==> config.mk <==
export PLATFORM = sky130hd
export DESIGN_NAME = instr_fetch_queue_flat
export DESIGN_NICKNAME = d
export VERILOG_FILES = /design/src/rtl/instr_fetch_queue_if.sv /design/src/rtl/instr_fetch_queue.sv /design/src/flat_wrapper.sv
export SDC_FILE = /design/constraint.sdc
export NUM_CORES = 1
export LEC_CHECK = 0
export CAP_MARGIN = 20
export CORE_ASPECT_RATIO = 1.25
export CORE_MARGIN = 3
export CORE_UTILIZATION = 60
export DETAILED_ROUTE_END_ITERATION = 8
export PLACE_DENSITY_LB_ADDON = 0.3
export SYNTH_ARGS = -nofsm -noshare
export SYNTH_HDL_FRONTEND = slang
export SYNTH_SLANG_ARGS = --single-unit
==> constraint.sdc <==
create_clock -name clk_i -period 4.6 [get_ports clk_i]
set_input_delay 0.69 -clock clk_i [delete_from_list [all_inputs] [get_ports clk_i]]
set_output_delay 0.69 -clock clk_i [all_outputs]
set_load 0.05 [all_outputs]
==> src/rtl/instr_fetch_queue_if.sv <==
// Signal bundle between the PC, the synchronous instruction memory, decode and the fetch queue.
// slave is the fetch queue's view; master is the surrounding environment's view.
interface instr_fetch_queue_if #(
  parameter int ADDR_W  = 10,
  parameter int INSTR_W = 16
);
  logic [ADDR_W-1:0]  instr_address;
  logic               branch;
  logic               pc_stall;
  logic [ADDR_W-1:0]  imem_addr;
  logic [INSTR_W-1:0] imem_rdata;
  logic               out_valid;
  logic               out_ready;
  logic [INSTR_W-1:0] out_instr;
  logic [ADDR_W-1:0]  out_pc;

  modport slave (
    input  instr_address, branch, imem_rdata, out_ready,
    output pc_stall, imem_addr, out_valid, out_instr, out_pc
  );

  modport master (
    output instr_address, branch, imem_rdata, out_ready,
    input  pc_stall, imem_addr, out_valid, out_instr, out_pc
  );
endinterface

==> src/rtl/instr_fetch_queue.sv <==
// Fetch queue: issues the PC address to a synchronous imem and buffers returned words with their PCs.
// Issue is credit-gated so that a word in flight always has a free FIFO slot waiting for it.
module instr_fetch_queue #(
  parameter int ADDR_W  = 10,
  parameter int INSTR_W = 16,
  parameter int DEPTH   = 4
) (
  input logic                clk_i,
  input logic                rst_n_i,
  instr_fetch_queue_if.slave bus
);
  localparam int CW = $clog2(DEPTH + 1) + 1;
  localparam int PW = (DEPTH > 1) ? $clog2(DEPTH) : 1;

  typedef struct packed {
    logic [ADDR_W-1:0]  pc;
    logic [INSTR_W-1:0] instr;
  } entry_t;

  entry_t             mem_q [DEPTH];
  logic [CW-1:0]      count_q, count_d;
  logic [PW-1:0]      rd_ptr_q, rd_ptr_d;
  logic [PW-1:0]      wr_ptr_q, wr_ptr_d;
  logic               inflight_q, inflight_d;
  logic [ADDR_W-1:0]  inflight_pc_q, inflight_pc_d;
  logic [CW-1:0]      credit;
  logic               pop, push, issue;

  always_comb begin
    pop    = (count_q != '0) & bus.out_ready;
    // Slots already claimed by stored words plus the outstanding fetch; never underflows
    // because pop implies count_q >= 1.
    credit = count_q + CW'(inflight_q) - CW'(pop);
    issue  = ~bus.branch & (credit < CW'(DEPTH));
    push   = inflight_q & ~bus.branch;

    count_d       = count_q;
    rd_ptr_d      = rd_ptr_q;
    wr_ptr_d      = wr_ptr_q;
    inflight_d    = issue;
    inflight_pc_d = issue ? bus.instr_address : inflight_pc_q;

    if (bus.branch) begin
      count_d  = '0;
      rd_ptr_d = wr_ptr_q;
    end else begin
      count_d  = count_q + CW'(push) - CW'(pop);
      rd_ptr_d = rd_ptr_q + PW'(pop);
      wr_ptr_d = wr_ptr_q + PW'(push);
    end
  end

  always_ff @(posedge clk_i or negedge rst_n_i) begin
    if (!rst_n_i) begin
      count_q       <= '0;
      rd_ptr_q      <= '0;
      wr_ptr_q      <= '0;
      inflight_q    <= 1'b0;
      inflight_pc_q <= '0;
    end else begin
      count_q       <= count_d;
      rd_ptr_q      <= rd_ptr_d;
      wr_ptr_q      <= wr_ptr_d;
      inflight_q    <= inflight_d;
      inflight_pc_q <= inflight_pc_d;
    end
  end

  always_ff @(posedge clk_i or negedge rst_n_i) begin
    if (!rst_n_i) begin
      for (int i = 0; i < DEPTH; i++) mem_q[i] <= '0;
    end else if (push) begin
      mem_q[wr_ptr_q] <= '{pc: inflight_pc_q, instr: bus.imem_rdata};
    end
  end

  assign bus.pc_stall  = ~issue;
  assign bus.imem_addr = bus.instr_address;
  assign bus.out_valid = (count_q != '0);
  assign bus.out_instr = mem_q[rd_ptr_q].instr;
  assign bus.out_pc    = mem_q[rd_ptr_q].pc;
endmodule
==> src/flat_wrapper.sv <==
// flat-port wrapper written by rule: the top's interface ports become plain ports
module instr_fetch_queue_flat 
#(
  parameter int ADDR_W  = 10,
  parameter int INSTR_W = 16,
  parameter int DEPTH   = 4
)
  (clk_i, rst_n_i, bus_instr_address, bus_branch, bus_imem_rdata, bus_out_ready, bus_pc_stall, bus_imem_addr, bus_out_valid, bus_out_instr, bus_out_pc);
  instr_fetch_queue_if #(.ADDR_W(ADDR_W), .INSTR_W(INSTR_W)) bus_i ();
  input logic clk_i;
  input logic rst_n_i;
  input wire logic [$bits(bus_i.instr_address)-1:0] bus_instr_address;
  input wire logic [$bits(bus_i.branch)-1:0] bus_branch;
  input wire logic [$bits(bus_i.imem_rdata)-1:0] bus_imem_rdata;
  input wire logic [$bits(bus_i.out_ready)-1:0] bus_out_ready;
  output wire logic [$bits(bus_i.pc_stall)-1:0] bus_pc_stall;
  output wire logic [$bits(bus_i.imem_addr)-1:0] bus_imem_addr;
  output wire logic [$bits(bus_i.out_valid)-1:0] bus_out_valid;
  output wire logic [$bits(bus_i.out_instr)-1:0] bus_out_instr;
  output wire logic [$bits(bus_i.out_pc)-1:0] bus_out_pc;
  assign bus_i.instr_address = bus_instr_address;
  assign bus_i.branch = bus_branch;
  assign bus_i.imem_rdata = bus_imem_rdata;
  assign bus_i.out_ready = bus_out_ready;
  assign bus_pc_stall = bus_i.pc_stall;
  assign bus_imem_addr = bus_i.imem_addr;
  assign bus_out_valid = bus_i.out_valid;
  assign bus_out_instr = bus_i.out_instr;
  assign bus_out_pc = bus_i.out_pc;
  instr_fetch_queue #(.ADDR_W(ADDR_W), .INSTR_W(INSTR_W), .DEPTH(DEPTH)) u_core (.clk_i(clk_i), .rst_n_i(rst_n_i), .bus(bus_i));
endmodule
## Yosys cells after proc, flatten, opt, wreduce, memory -nomap -nowiden

Cells that the tools add are included.

- Output and inout bits: 38
- Word-level logic and storage cells: 40
- Flip-flop bits (word level): 123
- Bits of input ports: 30

- Reductions and logical operators: 2
- Bitwise logic cells: 7
- $add $sub $neg: 6
- Magnitude comparators: 4
- Mux-type cells: 8

Operators with widths:

| operator | number |
|---|---|
| $bwmux W104 | 1 |
| $mux W26 | 3 |
| $bmux W26 S2 | 1 |
| $demux W26 S2 | 1 |
| $add A4 B1 Y4 | 2 |
| $sub A4 B1 Y4 | 2 |
| $ge A3 B3 Y1 const B | 2 |
| $not A2 Y3 | 2 |
| $add A2 B1 Y2 | 2 |
| $lt A4 B3 Y1 const B | 1 |
| $mux W4 | 1 |
| $reduce_bool A4 Y1 | 1 |
| $and A1 B1 Y1 | 3 |
| $lt A3 B1 Y1 const B | 1 |
| $mux W2 | 1 |
| $not A1 Y1 | 2 |
| $logic_and A1 B1 Y1 | 1 |

## Logic depth before layout (Yosys ltp)

- Word-level depth: 6
- Gate-level depth with buffers: 10
- Gate-level depth less buffers: 9

## Worst setup path after synthesis

OpenSTA, ideal clock, no wires.

- Kind: register to output
- Start point: register u_core.count_q[2]
- End point: output port bus_pc_stall
- Stages on the path, launching flop included: 10
- Required time: 3.910 ns
- Setup slack: 1.603 ns
- Arrival time: 2.307 ns
- Buffers on the path: 1
- Cells stage by stage: dfrtp_1 > inv_1 > ha_1 > or3b_1 > buf_2 > nand2_1 > ha_1 > a21oi_1 > nor2_2 > mux2_1

- Longest elaborated chain between the ends: 6
- Elaborated cells between the ends (all ways): 7
- Classes of those cells: 2 x add/sub; 1 x order compare; 3 x bitwise; 1 x reduce/logical

Ends and longest elaborated chain:

| element | RTL line | source |
|---|---|---|
| start: declaration | instr_fetch_queue.sv:21 | `logic [CW-1:0] count_q, count_d;` |
| start signal: assignment | instr_fetch_queue.sv:61 | `count_q <= count_d;` |
| $reduce_bool A4 Y1 | - |  |
| named net bus_out_valid | flat_wrapper.sv:18 | `output wire logic [$bits(bus_i.out_valid)-1:0] bus_out_valid;` |
| $and A1 B1 Y1 | instr_fetch_queue.sv:30 | `pop = (count_q != '0) & bus.out_ready;` |
| $sub A4 B1 Y4 | instr_fetch_queue.sv:33 | `credit = count_q + CW'(inflight_q) - CW'(pop);` |
| $lt A4 B3 Y1 | instr_fetch_queue.sv:34 | `issue = ~bus.branch & (credit < CW'(DEPTH));` |
| $and A1 B1 Y1 | instr_fetch_queue.sv:34 |  |
| $not A1 Y1 | instr_fetch_queue.sv:77 | `assign bus.pc_stall = ~issue;` |
| end: declaration | flat_wrapper.sv:16 | `output wire logic [$bits(bus_i.pc_stall)-1:0] bus_pc_stall;` |

The timed path passes the listed nets, and every way through them passes these cells.

## Worst setup path in the final report

- Start point: register u_core.count_q[2]
- End point: output port bus_pc_stall

- Longest elaborated chain between the ends: 6
- Elaborated cells between the ends (all ways): 7
- Classes of those cells: 2 x add/sub; 1 x order compare; 3 x bitwise; 1 x reduce/logical

Ends and longest elaborated chain:

| element | RTL line |
|---|---|
| parallel branches: the longest is 2 deep, another holds $add A4 B1 Y4 | - |
| $sub A4 B1 Y4 (*) | instr_fetch_queue.sv:33 |
| $lt A4 B3 Y1 (*) | instr_fetch_queue.sv:34 |
| $and A1 B1 Y1 (*) | instr_fetch_queue.sv:34 |
| $not A1 Y1 (*) | instr_fetch_queue.sv:77 |

Every way passes the cells marked *.

==> metrics.cfg <==
[flow_run]
max-cap-violations=0

[grt]
grt_overflow=0
grt_pass1_wl_mm=19.44
globalRouteTotalUtil=0.2349
grt_start_max_net_pins=63
first_global_vias=3828
antenna_found_initial=0

[logic_synthesis]
ys_seq_area_frac=0.5261
ys.flop_type=dfrtp_1
syn-instance-count=400
syn_area_um2=5851
synth.avg_cell_area_um2=14.63
yosys_register_bits=123
synth_cell_types=34
synthesis.nets=436
synth_edf_count=0
yosysWarnings=0
async_reset_ff_frac=1.000

[layout]
antenna_cells=0
finish.instance_area_um2=7127
fillCellCount=557
area_growth_pct=21.81
final_cells=594
fin_nets=495
layout-drive-gt1-share=0.3970
final_core_util=0.7647

[sta]
worst_slew_pin_slew_ns=0.9545
whs_ns=0.3711
finalMaxSlewViolations=0
fin_skew_ns=0.005968
period_share=0.8667
post-route-min-period_ns=3.987
setup_tns_ns=0
relSlewSlack=0.3636
finalSetupViolations=0
fmax_mhz=250.8
hold_viol=0
grt_setup_unrepaired=false

[drt]
firstDrtPassIters=6
routed_wl_mm=11.65
avgRoutedWirePerCell_um=19.61
wl_met1_mm=4.868
met2_length_mm=6.132
routed-via-count=3534
top_layer=met4
ant_nets=0
remaining_drc_errors=0
viasPerCell=5.949
first_iter_violations=153
dr_wl_met3_um=542

[worst_setup_path]
cp_max_fo=21
rr_endpoint=u_core.inflight_q$_DFF_PN0_
slowest_stage=nor2_2
slowest_delay_ns=0.61
crit_cells=10
crit_chain=inv_1 -> ha_1 -> or3b_1 -> nand2_1 -> ha_1 -> a211oi_4 -> buf_4 -> nor2_2 -> mux2_1 -> buf_4
start_kind=register
crit_buf_inv=3
worst_setup_path_end_kind=output port
arrival_ns=3.30
reg2reg_from=u_core.count_q[2]$_DFF_PN0_
crit_type=register to output port
crit_family=simple AND/OR/NAND/NOR gates
critPathRequiredTime_ns=3.91
ff2ff_path_depth=9
r2r_setup_slack_ns=1.95

[floorplanning]
die-area_um2=10980
start_util=0.6277
io_pins=68
die_h_um=116.4
die_x_um=94.32
core_um2=9320
rows=39

[clocking]
ctsResizeCount=0
cts_setup_buffers=0
worst_skew_pair.late_latency_ns=0.40
cts_max_level=4
clk_pin_slew_ns=0.05
cts_buffer_depth=2
cts_buffers=17
postCtsHoldBufs=0
cts_tree=built
ctsRootBufferMaster=clkbuf_16
cts_sinks=123

[status]
status=finished, final reports clean

[placed_design]
dpl.hpwl_mm=7.154
place_area_um2=6541
globalplace.congestion=0.7553
port_buffers=67
place_inst=563

[power]
p_leak_nw=3.190
max-vdd-ir-drop_mv=0.4999
pwr_density_cell_nw_per_um2=772.2

[min_path]
worstHoldPathType=input port to async pin

==> power by group <==
group          internal [mW]  switching [mW]
Combinational           1.08            1.28
Sequential              1.50           0.343
Clock                  0.873           0.435
Total                   3.44            2.06
==> sequential cells by signal, summed over array words and instances, names as in the netlist <==
register	cells
u_core.wr_ptr_q	2
u_core.count_q	4
u_core.inflight_q	1
u_core.inflight_pc_q	10
u_core.mem_q	104
u_core.rd_ptr_q	2
==> cell type report <==
class | count | area (µm²) | share of cell area
Sequential cell | 123 | 3079 | 0.4321
Multi-Input combinational cell | 236 | 2540 | 0.3564
Timing Repair Buffer | 77 | 753.2 | 0.1057
Clock buffer | 23 | 467.9 | 0.06566
Tap cell | 123 | 153.9 | 0.02159
Clock inverter | 8 | 117.6 | 0.01650
Inverter | 4 | 15.01 | 0.002107
==> layout by cell type (no fill, tap or decap), types with 2 or more instances in the layout <==
| cell | n |
|---|---|
| dfrtp_1 | 122 |
| mux2_2 | 104 |
| clkdlybuf4s50_1 | 65 |
| nand2_1 | 26 |
| mux4_2 | 26 |
| clkbuf_16 | 17 |
| nand3_1 | 12 |
| buf_4 | 11 |
| a211o_1 | 10 |
| o211ai_1 | 10 |
| o211ai_2 | 10 |
| ha_1 | 5 |
| inv_1 | 4 |
| nor2b_1 | 4 |
| clkinv_2 | 4 |
| clkbuf_1 | 4 |
| xor2_1 | 3 |
| o21ai_0 | 3 |
| xnor2_1 | 3 |
| nor2_1 | 3 |
| bufinv_16 | 3 |
| a21oi_1 | 2 |
| nor2_2 | 2 |
| a21o_1 | 2 |
| clkbuf_8 | 2 |
==> metal layers <==
layer  GRT usage  vias up
met5           0        -
met4     0.07611        0
met3     0.05992        8
met2      0.3963       98
met1      0.2999     1838
li1            -     1590
==> metrics by stage <==
step                setup WS [ns]  power (mW)
finish                     0.6133       5.503
global route               0.4373       5.789
CTS                        0.5736       5.554
detailed placement         0.6394       4.196
global placement           0.6911       4.110
floorplan                   1.603       3.570
==> kinds of logic (layout without fill, tap and decap cells) <==
logic type      Yosys count  after routing  synth area share
xor+xnor                  6              6          0.008984
flops                   123            123            0.5261
buf+inv                  41            112           0.03978
simple gates             54             54           0.04769
fa+ha+maj                 6              6           0.01411
mux                     132            132            0.3039
compound gates           38             38           0.05945
==> worst max-delay path by stage <==
| stage | from | endpoint |
|---|---|---|
| CTS | u_core.count_q[2]$_DFF_PN0_ | bus_pc_stall |
| floorplan | u_core.count_q[2]$_DFF_PN0_ | bus_pc_stall |
| finish | u_core.count_q[2]$_DFF_PN0_ | bus_pc_stall |
| detailed placement | bus_out_ready | bus_pc_stall |
| global route | bus_out_ready | bus_pc_stall |
| global placement | bus_out_ready | bus_pc_stall |
==> worst reg2reg max path, stage by stage, from the launching register on <==
cell and delay [ns]:
dfrtp_1 0.35, inv_1 0.07, ha_1 0.14, or3b_1 0.47, nand2_1 0.15, ha_1 0.26, a211oi_4 0.04, buf_4 0.21
nor2_2 0.62, mux2i_1 0.25
==> cell usage after synthesis (2+ instances only) <==
cell type	n	area, µm²
a211o_1	10	87.58
nor2_1	3	11.26
buf_4	15	112.6
nor2b_1	4	25.02
o21ai_0	3	15.01
nand3_1	12	60.06
ha_1	5	62.56
nand2_1	26	97.59
mux4_2	26	585.6
nor2_2	2	12.51
mux2_2	104	1171
inv_1	4	15.01
buf_2	11	55.05
o211ai_2	10	125.1
o211ai_1	10	75.07
a21oi_1	2	10.01
xnor2_1	3	26.28
clkbuf_1	9	33.78
dfrtp_1	123	3078
a21o_1	2	15.01
xor2_1	3	26.28
No activity file was read; power rests on OpenSTA's default activity.
